File: src/rtl/instruction_fetch.sv
// Single-issue instruction fetch stage: an 8-bit PC with a one-entry output slot toward decode,
// branch redirect, and a terminal HALT state entered on fetching the halt opcode.
module instruction_fetch #(
    parameter logic [7:0] RESET_PC    = 8'h00,
    parameter logic [7:0] HALT_OPCODE = 8'hFF
) (
    input  logic       clk,
    input  logic       reset,
    output logic [7:0] instruction_address,
    input  logic [7:0] instruction_data,
    input  logic       branch_taken,
    input  logic [7:0] branch_target,
    output logic [7:0] fetched_instruction,
    output logic [7:0] fetched_pc,
    output logic       fetch_valid,
    input  logic       decode_ready,
    output logic       halted
);

    typedef enum logic [0:0] {
        RUN  = 1'b0,
        HALT = 1'b1
    } state_t;

    state_t     state_r, state_s;
    logic [7:0] pc_r, pc_s;
    logic [7:0] instr_r, instr_s;
    logic [7:0] fpc_r, fpc_s;
    logic       valid_r, valid_s;
    logic       halted_r, halted_s;
    logic       slot_free_s;

    assign instruction_address = pc_r;
    assign fetched_instruction = instr_r;
    assign fetched_pc          = fpc_r;
    assign fetch_valid         = valid_r;
    assign halted              = halted_r;

    // Next-state logic: branch wins over capture and stall; HALT only drains the slot.
    always_comb begin
        state_s     = state_r;
        pc_s        = pc_r;
        instr_s     = instr_r;
        fpc_s       = fpc_r;
        valid_s     = valid_r;
        halted_s    = halted_r;
        slot_free_s = (!valid_r) || decode_ready;
        case (state_r)
            RUN: begin
                if (branch_taken) begin
                    pc_s    = branch_target;
                    valid_s = 1'b0;
                end else if (slot_free_s) begin
                    instr_s = instruction_data;
                    fpc_s   = pc_r;
                    valid_s = 1'b1;
                    pc_s    = pc_r + 8'd1;
                    if (instruction_data == HALT_OPCODE) begin
                        state_s  = HALT;
                        halted_s = 1'b1;
                    end else begin
                        state_s  = RUN;
                        halted_s = 1'b0;
                    end
                end else begin
                    valid_s = valid_r;
                end
            end
            HALT: begin
                halted_s = 1'b1;
                if (valid_r && decode_ready) begin
                    valid_s = 1'b0;
                end else begin
                    valid_s = valid_r;
                end
            end
            default: begin
                // Unreachable encoding: park safely with the slot empty.
                state_s  = HALT;
                halted_s = 1'b1;
                valid_s  = 1'b0;
            end
        endcase
    end

    // State and output registers with asynchronous reset.
    always_ff @(posedge clk or posedge reset) begin
        if (reset) begin
            state_r  <= RUN;
            pc_r     <= RESET_PC;
            instr_r  <= 8'h00;
            fpc_r    <= 8'h00;
            valid_r  <= 1'b0;
            halted_r <= 1'b0;
        end else begin
            state_r  <= state_s;
            pc_r     <= pc_s;
            instr_r  <= instr_s;
            fpc_r    <= fpc_s;
            valid_r  <= valid_s;
            halted_r <= halted_s;
        end
    end

endmodule

File: config.mk
export PLATFORM = sky130hd
export DESIGN_NAME = instruction_fetch
export DESIGN_NICKNAME = d
export VERILOG_FILES = /design/src/rtl/instruction_fetch.sv
export SDC_FILE = /design/constraint.sdc
export NUM_CORES = 1
export LEC_CHECK = 0
export CORE_ASPECT_RATIO = 0.75
export CORE_MARGIN = 2
export CORE_UTILIZATION = 39
export DETAILED_ROUTE_END_ITERATION = 12
export PLACE_DENSITY = 0.83
export RECOVER_POWER = 50
export SLEW_MARGIN = 15
export SYNTH_ARGS = -nofsm -noshare
export SYNTH_HDL_FRONTEND = slang
export SYNTH_SLANG_ARGS = --single-unit
export TNS_END_PERCENT = 10
File: constraint.sdc
create_clock -name clk -period 1.3 [get_ports clk]
set_input_delay 0.195 -clock clk [delete_from_list [all_inputs] [get_ports clk]]
set_output_delay 0.195 -clock clk [all_outputs]
set_load 0.02 [all_outputs]
Yosys cells after proc, flatten, opt, wreduce, memory -nomap -nowiden
Cells that the tools add are included.
- register bits: 27
- logic and storage cells: 35
- add/subtract/negate cells: 1
- eq/ne operators: 5
- mux-type cells: 13
- bitwise gates (word level): 2
- reduce and logical (&&, ||, !) cells: 8
- operators with widths (operator ; count):
    8-bit two-way mux ; 2
    1-bit two-way mux ; 9
    8-bit by 1-bit adder with 8-bit output (second input constant) ; 1
    8-bit equality test (second input constant) ; 1
    2-bit AND reduction ; 3
    2-bit inequality test (second input constant) ; 2
    1-bit case mux with 2 select lines ; 2
    3-bit inequality test (second input constant) ; 1
    3-bit AND reduction ; 1
    2-bit by 1-bit inequality test with 1-bit output (second input constant) ; 1
    1-bit inverter ; 2
    2-bit nonzero test ; 1
    1-bit logical AND ; 1
    1-bit logical NOT ; 1
    1-bit logical OR ; 1

Depth between registers and ports, before layout
Gate-level depths: netlist (run 1).
- depth after elaboration: 5
- depth in mapped cells: 6

Worst setup path after synthesis (run 1)
OpenSTA, ideal clock, no wires.
- kind: register to register
- start point: register valid_r (netlist: fetch_valid)
- end point: register fpc_r[0] (netlist: fetched_pc[0])
- library setup time: 0.125 ns
- arrival: 1.369 ns
- required time: 1.175 ns
- path slack: -0.193 ns
- cell stages (with the launch flop): 6
- clock period less this slack: 1.493 ns
- cells stage by stage: dfrtp_1 -> nand2b_4 -> nand2b_2 -> nor2_4 -> buf_6 -> mux2_2
- word-level cells in the longest chain between the ends: 3
- ends and longest elaborated chain (item ; RTL line ; RTL):
    start, declared ; 29 ; logic valid_r, valid_s;
    start signal, assigned ; 100 ; valid_r <= valid_s;
    1-bit logical NOT ; 47 ; slot_free_s = (!valid_r) || decode_ready;
    1-bit logical OR ; 47 ;
    3-bit AND reduction (no source line) ; -- ;
    end signal, assigned ; 99 ; fpc_r <= fpc_s;
    end, declared ; 28 ; logic [7:0] fpc_r, fpc_s;
Every way passes these cells.
A chain may end at the register's enable or synchronous reset.

Worst setup path in the final report (run 1)
- start point: register pc_r[0] (netlist: instruction_address[0])
- end point: register pc_r[4] (netlist: instruction_address[4])
- word-level cells in the longest chain between the ends: 3
- ends and longest elaborated chain (item ; RTL line ; RTL):
    start, declared ; 26 ; logic [7:0] pc_r, pc_s;
    start signal, assigned ; 97 ; pc_r <= pc_s;
    8-bit by 1-bit adder with 8-bit output ; 57 ; pc_s = pc_r + 8'd1;
    8-bit two-way mux ; 53 ; end else if (slot_free_s) begin
    8-bit two-way mux ; 50 ; if (branch_taken) begin
Every way passes these cells. The select of a mux whose other input is x is not followed.

==> results of run 1 <==
[sequential cells by signal, indices dropped and copies added, names as in the netlist]
register             count
state_r                  1
halted                   1
fetched_pc               8
fetched_instruction      8
instruction_address      8
fetch_valid              1
[routing by layer]
layer	vias up	routed length [µm]
met5	-	0
met4	0	186
met3	18	159
met2	48	2090
met1	574	1560
li1	531	-
[worst register-to-register path, stage by stage (launching register included)]
cell and delay [ns]:
dfrtp_1 0.42, buf_6 0.14, ha_4 0.17, nand4_1 0.10, mux2i_1 0.10, nor3_1 0.19
a2bb2oi_1 0.19
[per-stage QoR]
stage               hold WS [ns]  TNS, ns  std cells  instance area, µm²  worst slack [ns]
floorplan                  0.248    -1.71        102                1310            -0.162
global placement           0.477    -6.32        203                2000            -0.304
detailed placement         0.481    -7.20        203                2000            -0.333
CTS                        0.250   -0.442        207                2040           -0.0775
global route               0.520    -1.47        211                2110            -0.220
finish                     0.495   -0.432        211                2110           -0.0911
[cell families after synthesis]
group / synth area share, %
AOI/OAI and AO/OA: 11.7
adders and majority gates: 0.980
and+or+nand+nor: 15.8
muxes: 15.7
DFF: 52.9
buffers and inverters: 2.94
[placed cells by master (no fill, tap or decap), types with 2 or more instances in the layout]
| cell | instances |
|---|---|
| a21oi_1 | 3 |
| buf_12 | 3 |
| buf_4 | 23 |
| buf_6 | 2 |
| clkbuf_8 | 3 |
| clkdlybuf4s50_1 | 18 |
| dfrtp_1 | 24 |
| dfrtp_2 | 3 |
| dlygate4sd2_1 | 22 |
| inv_1 | 3 |
| mux2_4 | 16 |
| mux2i_1 | 2 |
| nand2_1 | 3 |
| nand2b_4 | 2 |
| nand3_1 | 3 |
| nand4_1 | 4 |
| nor3_1 | 2 |
| nor3_2 | 2 |
| o21ai_0 | 3 |
[path summary, 6_finish.rpt]
kind / end / slack, ns / cells past startpoint
min in group asynchronous: fetched_instruction[1] / 0.53 / 3
setup / recovery: instruction_address[4] / -0.09 / 6
setup reg to reg: instruction_address[4] / -0.09 / 6
hold / removal: halted / 0.50 / 1
hold reg to reg: halted / 0.50 / 1
max in group asynchronous: state_r / 0.29 / 3
[timing repair]
item,in CTS,in global routing
resized for setup,35,19
setup buffers,0,4
setup endpoints to repair,47,27
pin swaps,2,5
[power by group through the flow]
stage	logic, W	clock network (W)	registers [W]
after floorplan	0.000303	0	0.00127
after global placement	0.00100	0	0.00109
after detailed placement	0.00103	0	0.00110
after CTS	0.000963	0.000491	0.00108
after global routing	0.00109	0.000516	0.00111
final	0.00104	0.000479	0.00109
[cell type report]
cell class,instances,share of cell area [%]
multi-input cells,68,32.1
clock buffers,4,2.13
well taps,38,2.25
repair buffers,71,30.9
flip-flops and latches,27,32.1
inverters,3,0.533
==> results.tsv, run 1 <==
metric	value	unit
status	complete, but fails checks	
violations	setup timing	
ir_worst_vdd	662	µV
synthesis.nets	123	
synth-seq-cells	27	
yosys_warnings	0	
regArea	679	µm²
criticalPathCategory	reg2reg	
wl_per_cell	18.9	µm
antenna_cells	0	
synth.largest_area_cell	dfrtp_1	
critical_path.top_delay_family	flip-flops	
synth_top_area_share	52.9	%
met1_usage	23.1	%
grt_setup_unrepaired	true	
path_buf_inv	1	
num_io_pins	46	
post-dp-hpwl	2.67	mm
grt_remaining_overflow	0	
cts.sinks	27	
leakagePower	0.992	nW
drt-initial-drc-count	98	
drt_first_pass_iters	4	
avgSynthCellArea	12.5	µm²
synth-main-ff-cell	dfrtp_1	
syn_inst	102	
drt-total-wl	3.99	mm
die_area	3750	µm²
min-delay-path-class	reg2reg	
rr_startpoint	instruction_address[0]	
finalClockSkew	0.00421	ns
synthMostInstantiatedCell	dfrtp_1	
cts_hold_buf	0	
grt_max_degree	28	
die_w	70.1	µm
p_int	0.00174	W
hold_viol_final	0	
end_kind	register	
synthArstFlopShare	100	%
grt_pass1_wl	5.55	mm
cp_cell_sequence	buf_6, ha_4, nand4_1, mux2i_1, nor3_1, a2bb2oi_1	
grtUsageTotal	19.6	%
cap_violations	0	
drcViolationCount	0	
start_util	42.3	%
area_growth	65.7	%
clockPowerShare	18.4	%
clockBufferDepth	2	
drive_above_1_share	39.9	%
core.rowCount	17	
multiInputGateArea	678	µm²
cts_root_buf	clkbuf_8	
path_max_fanout	6	
switching_share	33.1	%
drv_slew	0	
pwr-share-seq	41.7	%
start_kind	register	
path_clk_slew	0.09	ns
cts_made_buffers	3	
setup_viol	19	
cts_tree	yes	
top_usage_layer	met2	
grt_use_met3	3.37	%
fmax	719	MHz
pwr_density_cell	1230	nW/µm²
fillers	205	
yosys-top-cells-count	dfrtp_1 (27), mux2_2 (16)	
crit_arrival	1.59	ns
fp.coreArea	3020	µm²
ys_types	38	
relSlewSlack	54.9	%
power	0.00261	W
ys_top_cells_by_area	dfrtp_1 (53%), mux2_2 (14%), nand4_1 (2.0%)	
synth_edf_count	0	
fin_crit	1.39	ns
viasPerCell	5.55	
cpPeakStageDelay	0.42	ns
critPathRequiredTime	1.50	ns
use_met2	34.4	%
die_y	53.5	µm
setup.worst_path.start	instruction_address[0]	
gp_congestion	0.819	
io_buffers	45	
antenna_found_initial	0	
ys_seq_area_share	52.9	%
layout.nets	195	
final_min_period_over_clock_period	107	%
comb_power_share	39.9	%
tightestPinTransition	0.677	ns
htreeDepth	1	
clk_latency	0.27	ns
cp_slowest_cell	dfrtp_1	
holdCritStartpoint	halted	
synth_area	1280	µm²
worst_slack	-0.0911	ns
p_sw	0.000864	W
num_vias	1171	
detail-route-antenna-nets	0	
grt_pass1_vias	1189	
post-route-util	70.0	%
(Power assumes the default switching activity.)
==> inputs of run 2 (changes only) <==
--- a/config.mk
+++ b/config.mk
@@ -7,9 +7,10 @@
 export LEC_CHECK = 0
 export CORE_ASPECT_RATIO = 0.75
 export CORE_MARGIN = 2
-export CORE_UTILIZATION = 39
+export CORE_UTILIZATION = 41
+export CTS_BUF_LIST = sky130_fd_sc_hd__clkbuf_2
 export DETAILED_ROUTE_END_ITERATION = 12
-export PLACE_DENSITY = 0.83
+export PLACE_DENSITY = 0.86
 export RECOVER_POWER = 50
 export SLEW_MARGIN = 15
 export SYNTH_ARGS = -nofsm -noshare
==> results.tsv, run 2 (synthesis gave the netlist of run 1 again) <==
metric	value	unit	change
status	complete, but fails checks		
violations	setup timing		
grt_pass1_vias	1142		-4.0%
detail-route-antenna-nets	0		unchanged
post_dp_cell_area	1940	µm²	-2.9%
clockBufferDepth	2		unchanged
dpl_worst_slack	-0.341	ns	-0.00786 ns
leakagePower	0.897	nW	-9.6%
post-route-util	65.1	%	-4.9 points
criticalPathCategory	reg2reg		
critPathRequiredTime	1.54	ns	+0.04 ns
die_area	3580	µm²	-4.6%
path_clk_slew	0.22	ns	+0.13 ns
crit_arrival	1.73	ns	+0.14 ns
tightestPinTransition	0.660	ns	-0.0164 ns
path_max_fanout	4		-2
layout.nets	195		unchanged
drv_slew	0		unchanged
grt_setup_unrepaired	true		
num_vias	1116		-4.7%
min-delay-path-class	in2async		
stdcell_area	1920	µm²	-9.0%
tns	-1.14	ns	-0.710 ns
wl_per_cell	15.8	µm	-16%
dr.max_layer_used	met4		
cp_cell_sequence	buf_6, and3_4, nor4b_4, buf_4, a311oi_1		
grt_max_degree	28		unchanged
post-dp-hpwl	2.49	mm	-6.7%
die_w	68.4	µm	-2.3%
pwr_density_cell	1210	nW/µm²	-1.6%
drive_above_1_share	51.4	%	+12 points
cp_slowest_cell	dfrtp_1		
fp.coreArea	2960	µm²	-2.1%
cts_root_buf	clkbuf_2		
cts_made_buffers	3		unchanged
final_min_period_over_clock_period	114	%	+7.3 points
grtUsageTotal	20.3	%	+0.64 points
wl_met1	1.47	mm	-6.0%
dr_wl_met3	122	µm	-23%
regArea	681	µm²	+0.18%
start_kind	register		
mostFrequentLayoutCells	clkbuf_2 (24), dfrtp_1 (23), buf_4 (20), clkdlybuf4s50_1 (18)		
clk_latency	0.34	ns	+0.07 ns
fin_crit	1.49	ns	+0.0951 ns
die_y	52.3	µm	-2.3%
finalClockSkew	0.00550	ns	+0.00129 ns
cpPeakStageDelay	0.46	ns	+0.04 ns
cts_hold_buf	0		unchanged
end_kind	register		
rrSetupSlack	-0.19	ns	-0.10 ns
core.rowCount	17		unchanged
critical_path.top_delay_family	flip-flops		
drt-initial-drc-count	20		-80%
path_buf_inv	2		+1
num_io_pins	46		unchanged
gp_congestion	0.825		+0.74%
antenna_cells	0		unchanged
htreeDepth	1		unchanged
antenna_found_initial	0		unchanged
cts_tree	yes		
final_common_cell	clkbuf_2		
drt-total-wl	3.34	mm	-16%
hold_viol_final	0		unchanged
io_buffers	45		unchanged
drt_first_pass_iters	4		unchanged
grt_remaining_overflow	0		unchanged
drcViolationCount	0		unchanged
fillers	219		+6.8%
ir_worst_vdd	792	µV	+20%
multiInputGateArea	629	µm²	-7.2%
start_util	43.2	%	+0.91 points
cts.sinks	27		unchanged
cap_violations	0		unchanged
relSlewSlack	56.0	%	+1.1 points
fmax	673	MHz	-6.4%
wl_met2	1.72	mm	-18%
area_growth	50.8	%	
setup_viol	19		unchanged
worst_slack	-0.186	ns	-0.0951 ns
viasPerCell	5.29		-4.7%
grt_pass1_wl	5.40	mm	-2.7%
run 2: changes by cell type in the layout (fill, tap and decap cells not counted), sizes merged:
cell and change:
dlygate4sd2 -21, clkbuf +19, clkdlybuf4s15 -1, buf +3
run 2: per-stage QoR:
step	hold WS [ns]	cells	total power [W]
global route	0.392	211	0.00246
finish	0.424	211	0.00233
global placement	0.472	202	0.00207
CTS	0.163	210	0.00237
detailed placement	0.477	202	0.00210
floorplan	0.248	102	0.00157
run 2: final timing paths:
path / startpoint / end / cells past startpoint
worst min register to register: halted / halted / 1
min in group clk: branch_target[0] / instruction_address[0] / 3
max in group asynchronous: reset / instruction_address[0] / 3
worst max register to register: instruction_address[4] / instruction_address[7] / 5
worst min-delay path: reset / fetched_instruction[1] / 3
worst max-delay path: instruction_address[4] / instruction_address[7] / 5
run 2: area by class of cell:
class | count | share of cell area, %
Clock buffer | 4 | 1.04
Inverter | 3 | 0.585
Multi-Input combinational cell | 68 | 32.7
Sequential cell | 27 | 35.4
Tap cell | 38 | 2.47
Timing Repair Buffer | 71 | 27.8
run 2: repair_timing:
action	CTS	global route
resized for setup	55	42
endpoints found under the setup margin	48	49
pin swaps	3	3
buffers inserted	4	1
run 2: power breakdown:
part | switching (W) | internal, W
Sequential | 0.000109 | 0.000981
Combinational | 0.000472 | 0.000464
Clock | 0.000227 | 0.0000813
Total | 0.000808 | 0.00153
run 2: metal layers:
layer / global-route usage [%] / vias up
met1: 27.9 / 557
met5: 0 / -
li1: - / 526
met3: 4.30 / 4
met2: 32.2 / 29
met4: 5.67 / 0
run 2: tightest hold or removal path: stages:
cell and delay (ns):
dlygate4sd3_1 0.53, inv_1 0.05, clkbuf_2 0.52
